[config.mk]
export PLATFORM = sky130hd
export DESIGN_NAME = seg_scan_ctrl
export DESIGN_NICKNAME = d
export VERILOG_FILES = /design/src/rtl/seg_scan_ctrl.sv
export SDC_FILE = /design/constraint.sdc
export NUM_CORES = 1
export LEC_CHECK = 0
export ABC_AREA = 1
export BUFFER_PORTS_ARGS = -buffer_cell sky130_fd_sc_hd__buf_4
export CORE_MARGIN = 2
export CORE_UTILIZATION = 45
export DETAILED_ROUTE_END_ITERATION = 10
export GPL_ROUTABILITY_DRIVEN = 0
export PLACE_DENSITY_LB_ADDON = 0.25
export SLEW_MARGIN = 0
export SYNTH_ARGS = -nofsm -noshare
export SYNTH_HDL_FRONTEND = slang
export SYNTH_SLANG_ARGS = --single-unit
[constraint.sdc]
create_clock -name clk -period 1.7 [get_ports clk]
set_clock_uncertainty 0.1 [all_clocks]
set_input_delay 0.17 -clock clk [delete_from_list [all_inputs] [get_ports clk]]
set_output_delay 0.17 -clock clk [all_outputs]
set_load 0.01 [all_outputs]
[src/rtl/seg_scan_ctrl.sv]
// seg_scan_ctrl -- time-multiplexed scan controller for a multi-digit
// common-anode 7-segment display sharing one BCD-to-segment decoder.
//
// A scan frame walks digit 0 .. NUM_DIGITS-1. Each digit gets a BLANK slot
// of BLANK_CYCLES (all anodes off, decoder input pre-settled to the coming
// digit) followed by a SHOW slot of REFRESH_DIV cycles (that digit's anode
// on). New display words are staged and promoted to the shadow register
// only at a frame boundary, so a frame never mixes old and new digits.
//
// Optional feature macro: LEADING_ZERO_BLANK_EN
//   defined   -> leading zero digits (idx>0) are driven as 4'hF (blank)
//   undefined -> every digit drives its stored value, zeros included
//
// Ports:
//   clk        system clock, rising edge
//   rst_n      asynchronous active-low reset
//   en         scan enable; 0 = dark, scan parked at digit 0
//   load       one-cycle strobe to capture digits_in
//   digits_in  packed BCD, digit 0 (rightmost) in [3:0]
//   bcd_out    decoder BCD input; 4'hF renders blank
//   an_n       active-low anode enables, at most one low
//   frame_done one-cycle pulse after the last digit's SHOW slot
module seg_scan_ctrl #(
  parameter int NUM_DIGITS   = 4,
  parameter int REFRESH_DIV  = 50000,
  parameter int BLANK_CYCLES = 2
) (
  input  logic                    clk,
  input  logic                    rst_n,
  input  logic                    en,
  input  logic                    load,
  input  logic [4*NUM_DIGITS-1:0] digits_in,
  output logic [3:0]              bcd_out,
  output logic [NUM_DIGITS-1:0]   an_n,
  output logic                    frame_done
);

  localparam int MAXC = (REFRESH_DIV > BLANK_CYCLES) ? REFRESH_DIV : BLANK_CYCLES;
  localparam int CW   = $clog2(MAXC + 1);
  localparam int IW   = $clog2(NUM_DIGITS);

  localparam logic [CW-1:0] SHOW_LAST  = CW'(REFRESH_DIV - 1);
  localparam logic [CW-1:0] BLANK_LAST = CW'((BLANK_CYCLES > 0) ? BLANK_CYCLES - 1 : 0);
  localparam logic [IW-1:0] LAST_IDX   = IW'(NUM_DIGITS - 1);

  typedef enum logic [1:0] {IDLE, BLANK, SHOW} state_t;

  // Every digit slot opens with BLANK unless the blank slot is configured away.
  localparam state_t SLOT_FIRST = (BLANK_CYCLES > 0) ? BLANK : SHOW;

  state_t                  r_state, w_state;
  logic [IW-1:0]           r_idx, w_idx;
  logic [CW-1:0]           r_cnt, w_cnt;
  logic [4*NUM_DIGITS-1:0] r_shadow, w_shadow;
  logic [4*NUM_DIGITS-1:0] r_staging, w_staging;
  logic                    r_pending, w_pending;
  logic                    w_fd, w_frame_end;
  logic [NUM_DIGITS-1:0]   r_an, w_an;
  logic [3:0]              r_bcd, w_bcd;
  logic                    r_fd;
  logic [3:0]              w_dig [NUM_DIGITS];

  assign an_n       = r_an;
  assign bcd_out    = r_bcd;
  assign frame_done = r_fd;

  // Next-state: slot sequencing plus shadow/staging bookkeeping.
  always_comb begin
    w_state     = r_state;
    w_idx       = r_idx;
    w_cnt       = r_cnt;
    w_shadow    = r_shadow;
    w_staging   = r_staging;
    w_pending   = r_pending;
    w_fd        = 1'b0;
    w_frame_end = (r_state == SHOW) && (r_idx == LAST_IDX) && (r_cnt == SHOW_LAST);

    if (!en) begin
      // Going dark is a frame boundary too: flush any staged word now.
      w_state   = IDLE;
      w_idx     = '0;
      w_cnt     = '0;
      w_pending = 1'b0;
      if (load)           w_shadow = digits_in;
      else if (r_pending) w_shadow = r_staging;
    end else begin
      case (r_state)
        IDLE: begin
          w_state = SLOT_FIRST;
          w_idx   = '0;
          w_cnt   = '0;
          if (load) w_shadow = digits_in;
        end
        BLANK: begin
          if (r_cnt == BLANK_LAST) begin
            w_state = SHOW;
            w_cnt   = '0;
          end else begin
            w_cnt = r_cnt + 1'b1;
          end
        end
        SHOW: begin
          if (r_cnt == SHOW_LAST) begin
            w_state = SLOT_FIRST;
            w_cnt   = '0;
            if (r_idx == LAST_IDX) begin
              w_idx = '0;
              w_fd  = 1'b1;
            end else begin
              w_idx = r_idx + 1'b1;
            end
          end else begin
            w_cnt = r_cnt + 1'b1;
          end
        end
        default: w_state = IDLE;
      endcase

      // While scanning, loads are deferred to the frame boundary; a load
      // landing on the boundary cycle itself is the newest and goes direct.
      if (r_state != IDLE) begin
        if (w_frame_end) begin
          w_pending = 1'b0;
          if (load)           w_shadow = digits_in;
          else if (r_pending) w_shadow = r_staging;
        end else if (load) begin
          w_staging = digits_in;
          w_pending = 1'b1;
        end
      end
    end
  end

  // Unpack the next shadow word so outputs track the shadow update edge.
  always_comb begin
    for (int i = 0; i < NUM_DIGITS; i++) w_dig[i] = w_shadow[4*i +: 4];
  end

`ifdef LEADING_ZERO_BLANK_EN
  logic [NUM_DIGITS-1:0] w_blank;
  always_comb begin
    logic acc;
    acc     = 1'b1;
    w_blank = '0;
    // Scan from the top digit down; digit 0 is never blanked.
    for (int i = NUM_DIGITS - 1; i >= 1; i--) begin
      acc        = acc & (w_dig[i] == 4'h0);
      w_blank[i] = acc;
    end
  end
`endif

  // Output decode from next state so the registered outputs line up with it.
  always_comb begin
    w_an  = '1;
    w_bcd = 4'hF;
    if (w_state == SHOW) w_an[w_idx] = 1'b0;
    if (w_state != IDLE) begin
`ifdef LEADING_ZERO_BLANK_EN
      w_bcd = w_blank[w_idx] ? 4'hF : w_dig[w_idx];
`else
      w_bcd = w_dig[w_idx];
`endif
    end
  end

  always_ff @(posedge clk or negedge rst_n) begin
    if (!rst_n) begin
      r_state   <= IDLE;
      r_idx     <= '0;
      r_cnt     <= '0;
      r_shadow  <= '0;
      r_staging <= '0;
      r_pending <= 1'b0;
      r_an      <= '1;
      r_bcd     <= 4'hF;
      r_fd      <= 1'b0;
    end else begin
      r_state   <= w_state;
      r_idx     <= w_idx;
      r_cnt     <= w_cnt;
      r_shadow  <= w_shadow;
      r_staging <= w_staging;
      r_pending <= w_pending;
      r_an      <= w_an;
      r_bcd     <= w_bcd;
      r_fd      <= w_fd;
    end
  end

endmodule

Yosys cells after proc, flatten, opt, wreduce, memory -nomap -nowiden

Index checks and enable logic that the tools add are counted.

Bits of input ports: 20
RAM bits: 0
Bits in read-only memories: 0
Word-level logic and storage cells: 70
Memories kept: 0
Output and inout bits: 9
Latch bits: 0
Register bits: 62

Div/mod/pow operators: 0
Shifts and indexed selects: 0
Multiplexer cells: 36
Bitwise gates (word level): 3
$add $sub $neg: 2
$mul: 0
Reductions and logical operators: 8
Magnitude comparators: 3
Eq/ne operators: 9

Operators with widths:

| operator                | count |
|---|---|
| $mux W16                | 12 |
| $pmux W16 S3            | 1 |
| $add A16 B1 Y16 const B | 1 |
| $eq A16 B1 Y1 const B   | 1 |
| $eq A16 B16 Y1 const B  | 1 |
| $mux W4                 | 4 |
| $mux W2                 | 6 |
| $mux W1                 | 9 |
| $bmux W4 S2             | 1 |
| $eq A2 B2 Y1 const B    | 3 |
| $pmux W2 S3             | 1 |
| $ne A4 B1 Y1 const B    | 1 |
| $not A4 Y4              | 1 |
| $pmux W2 S2             | 1 |
| $reduce_and A4 Y1       | 1 |
| $reduce_bool A2 Y1      | 2 |
| $ge A3 B3 Y1 const B    | 1 |
| $logic_and A1 B1 Y1     | 3 |
| $lt A2 B3 Y1 const B    | 1 |
| $ne A3 B1 Y1 const B    | 1 |
| $not A2 Y3              | 1 |
| $add A2 B1 Y2 const B   | 1 |
| $demux W1 S2            | 1 |
| $eq A2 B1 Y1 const B    | 1 |
| other kinds (5)         | 5 |

Depth between registers and ports, before layout

Word-level depth: 11
Depth in mapped cells: 16
Gate-level depth less buffers: 15

Worst setup path before layout

No wires, ideal clock.

Kind: register -> register
Start: reg r_state[0]
End: reg r_cnt[13]
Arrival time: 1,639 ps
Path slack: -159 ps
Required time: 1,480 ps
Path buffers: 0
Stages on the path, launching flop included: 12
Library setup time: 120 ps
Clock period less this slack: 1,859 ps
Cell sequence: dfrtp_1 inv_1 ha_1 nor2_2 nand3_2 nand3_1 nor4_2 nand2_1 nor2_1 nand2_1 nand2_1 a21oi_1

Cells in the longest elaborated chain, start to end: 3
Elaborated cells on any way between the ends: 6
Classes of those cells: 3 x eq/ne; 2 x mux; 1 x reduce/logical

Ends and longest elaborated chain:

| element                                    | RTL line | text |
|---|---|---|
| start, declared                            | 51       | `state_t r_state, w_state;` |
| start signal, assigned                     | 179      | `r_state <= w_state;` |
| $eq A2 B2 Y1, or another cell as far along | 87       | `case (r_state)` |
| $pmux W16 S3                               | 87       |  |
| $mux W16                                   | 78       | `if (!en) begin` |
| end signal, assigned                       | 181      | `r_cnt <= w_cnt;` |
| end, declared                              | 53       | `logic [CW-1:0] r_cnt, w_cnt;` |

Several ways; a longest one is shown, not always the timed one.
A chain may end at the register's enable or synchronous reset.

Worst setup path in the final report

Start: reg r_cnt[5]
End: reg r_bcd[0] (netlist: bcd_out[0])

Cells in the longest elaborated chain, start to end: 9
Elaborated cells on any way between the ends: 19
Classes of those cells: 2 x eq/ne; 14 x mux; 1 x bitwise; 2 x reduce/logical

Ends and longest elaborated chain:

| element                                    | RTL line | text |
|---|---|---|
| $eq A16 B16 Y1                             | 76       | `w_frame_end = (r_state == SHOW) && (r_idx == LAST_IDX) && (r_cnt == SHOW_LAST);` |
| $logic_and A1 B1 Y1                        | 76       |  |
| $mux W16                                   | 122      | `if (w_frame_end) begin` |
| $mux W16                                   | 121      | `if (r_state != IDLE) begin` |
| $mux W16                                   | 78       |  |
| named net w_shadow[12]                     | 54       | `logic [4*NUM_DIGITS-1:0] r_shadow, w_shadow;` |
| $bmux W4 S2                                | 162      | `w_bcd = w_dig[w_idx];` |
| $mux W4 (not written as such) (2 in a row) | 162      |  |
| $mux W4                                    | 158      | `if (w_state != IDLE) begin` |
| named net w_bcd[0]                         | 59       | `logic [3:0] r_bcd, w_bcd;` |
| end signal, assigned                       | 186      | `r_bcd <= w_bcd;` |
| end, declared                              | 59       |  |

The timed path passes the listed nets, and every way through them passes these cells. The select of a mux whose other input is x is not followed.

==> results.cfg <==
[placed_design]
placed_area_um2 = 4740
dp_slack_ns = -0.265
dpl.cell_count = 712
io_buffers = 28
dp_hpwl_um = 7360

[clock_tree]
cts_tree = yes
clk_pin_slew_ns = 0.08
clk_path_buf_depth = 2
clockRootBuffer = clkbuf_8
numCtsBuffers = 9
cts_sinks = 62
htreeDepth = 3
clk_latency_ns = 0.36

[sta]
rsz0062_at_grt = true
max_slew.worst_pin.slew_ns = 0.456
max_freq_mhz = 512
setup_viol_count_final = 47
setup-tns-final_ns = -5.21
slew_headroom = 0.696
fin_crit_sh = 1.15
hold_viol = 1
slew_viol_final = 0
fin_crit_ns = 1.95
finalWorstSetupSlack_ns = -0.254
whs_ns = -0.00459

[logic_synthesis]
synth_top_area_frac = 0.361
ys_types = 37
yosys-top-cells-area = dfrtp_1, nand2_1, o21ai_0
synth_largest_area_cell = dfrtp_1
synth_warnings = 0
syn-mean-instance-area_um2 = 7.35
syn_nets = 536
netlist_instances = 509
synth_area_um2 = 3740
ys_ff_latch = 62
ys_seq_area_frac = 0.417

[finish]
n_antenna_cell = 0
final_cell_mix = buf_4, nand2_1, dfrtp_1
area_growth_pct = 60.8
final_common_cell = buf_4
n_fill_cell = 549
design_area_um2 = 6020
fin_util = 0.740
drive_gt1_frac = 0.474
layout.cells.non_filler = 768
final_nets = 685

[routing]
drt-initial-drc-count = 281
drtAntennaViolNets = 0
wl_per_cell_um = 15.4
dr.pass1.iters = 5
vias = 3983
viasPerCell = 5.19
drc_errors = 0
wirelength_um = 11800

[global_routing]
overflow = 0
grt_start_max_net_pins = 34
antenna_found_initial = 0
grtUsageTotal = 0.257
grt_pass1_vias = 3929
grt_pass1_wl_um = 18000

[worst_setup_path]
critPathLaunchType = flip-flop
r2r_start = r_cnt[5]
cp.required_ns = 1.88
endpoint_kind = flip-flop
cp_max_fo = 6
r2r_cells = 12
cp.arrival_ns = 2.14
path_class = flip-flop to flip-flop
r2r_slack_ns = -0.25
r2r-end = bcd_out[0]

[worst_hold_path]
min_to = r_staging[1]
hp-start = digits_in[1]
holdPathStages = 3
hold_class = input pin to flip-flop

[power]
p_sw_mw = 1.45
powerDensity_nw_per_um2 = 793
power.share.sequential = 0.385
clkPwrFrac = 0.343
switching_share = 0.303
internal_power_mw = 3.32
ir_drop_uv = 408
total_power_mw = 4.77
power_leakage_nw = 2.92
comb_power_share = 0.272

[outcome]
violations = negative hold slack, negative setup slack
outcome = complete, but fails checks

[floorplanning]
placeableCoreArea_um2 = 8130
ios = 29
rows = 33
die_y_um = 95.2
dieArea_um2 = 9060
start_util = 0.460
chipWidth_um = 95.2

[job]
maxCapViolations = 0
-- power by group through the flow --
stage / logic [mW] / registers, mW / clock network [mW]
after floorplan: 0.544 / 1.82 / 0
after global placement: 0.888 / 1.83 / 0
after detailed placement: 0.919 / 1.84 / 0
after CTS: 1.12 / 1.82 / 1.65
after global routing: 1.41 / 1.86 / 1.71
final: 1.30 / 1.84 / 1.64
-- per-layer routing --
metal  vias up  track usage  wire length [µm]
met2        93        0.471              6580
met5         -            0                 0
li1       1937            -                 -
met3        24       0.0411               447
met4         0        0.116               256
met1      1929        0.293              4530
-- worst max-delay path, stage by stage (launching register included) --
cell and delay (ns):
dfrtp_1 0.41, nor2_4 0.16, nand2_2 0.09, nor2_4 0.19, nand2_4 0.12, nor2_4 0.24, nand3_2 0.11, nand3_2 0.10
nand2_2 0.08, nand2_1 0.09, nand2_1 0.06, nor2_1 0.09, nand2_1 0.06
-- synth_stat cells --
master	count
buf_1	1
nor3_1	2
nand2_1	144
ha_1	7
or2_2	2
a21oi_1	26
nand4_2	1
nand3b_1	3
nor2_4	4
nand3_2	2
nand2_2	7
a22oi_1	1
nor2_1	52
a21oi_2	2
nor2_2	5
o21ai_1	1
buf_4	2
clkinv_1	4
dfstp_2	8
nor4_2	1
inv_1	54
nand2_4	2
o21ai_0	47
dfrtp_1	54
clkbuf_1	3
mux2i_1	6
nand3_1	36
inv_2	3
nor4_1	1
o211ai_4	1
buf_2	7
o31ai_1	2
o22ai_1	1
nand4_1	6
nor3b_1	1
xor2_1	4
mux2_2	6
-- worst max path at each step --
stage,from,to,slack [ns],depth (start not counted)
global placement,r_state[1],r_cnt[13],-0.20,11
CTS,r_cnt[0],bcd_out[2],-0.18,14
floorplan,r_cnt[0],r_staging[0],-0.05,6
detailed placement,r_cnt[1],bcd_out[1],-0.26,11
finish,r_cnt[5],bcd_out[0],-0.25,12
global route,r_cnt[5],bcd_out[0],-0.39,12
-- cell families (layout without fill, tap and decap cells) --
kind of cell,count (synthesis),count (layout),synth area share
DFF,62,62,0.417
and+or+nand+nor,269,269,0.321
adders and majority gates,7,7,0.0234
xor gates and xnor gates,4,4,0.00936
buffers and inverters,74,228,0.0785
muxes,12,12,0.0341
AOI/OAI and AO/OA,81,81,0.117
-- final cells by class --
type                       count  area (µm²)  area share
inverter                      61         241      0.0401
clock inverter                 7         121      0.0202
sequential                    62        1560       0.260
timing repair buffer         151        1340       0.222
tap                          105         131      0.0218
multi-input combinational    373        2500       0.415
clock buffer                   9         124      0.0206
-- repair_timing --
action | in CTS | in global routing
cloned | 1 | 1
hold buffers | 14 | 0
endpoints found under the setup margin | 52 | 59
setup buffers | 19 | 9
pin swaps | 27 | 37
hold endpoints to repair | 42 | 0
resized for setup | 88 | 107
-- registers in the layout (all words and copies together) (netlist names) --
signal,cells
r_cnt,16
r_shadow,16
r_staging,16
an_n,4
bcd_out,4
r_idx,2
r_state,2
frame_done,1
r_pending,1
No activity file was read; power rests on OpenSTA's default activity.
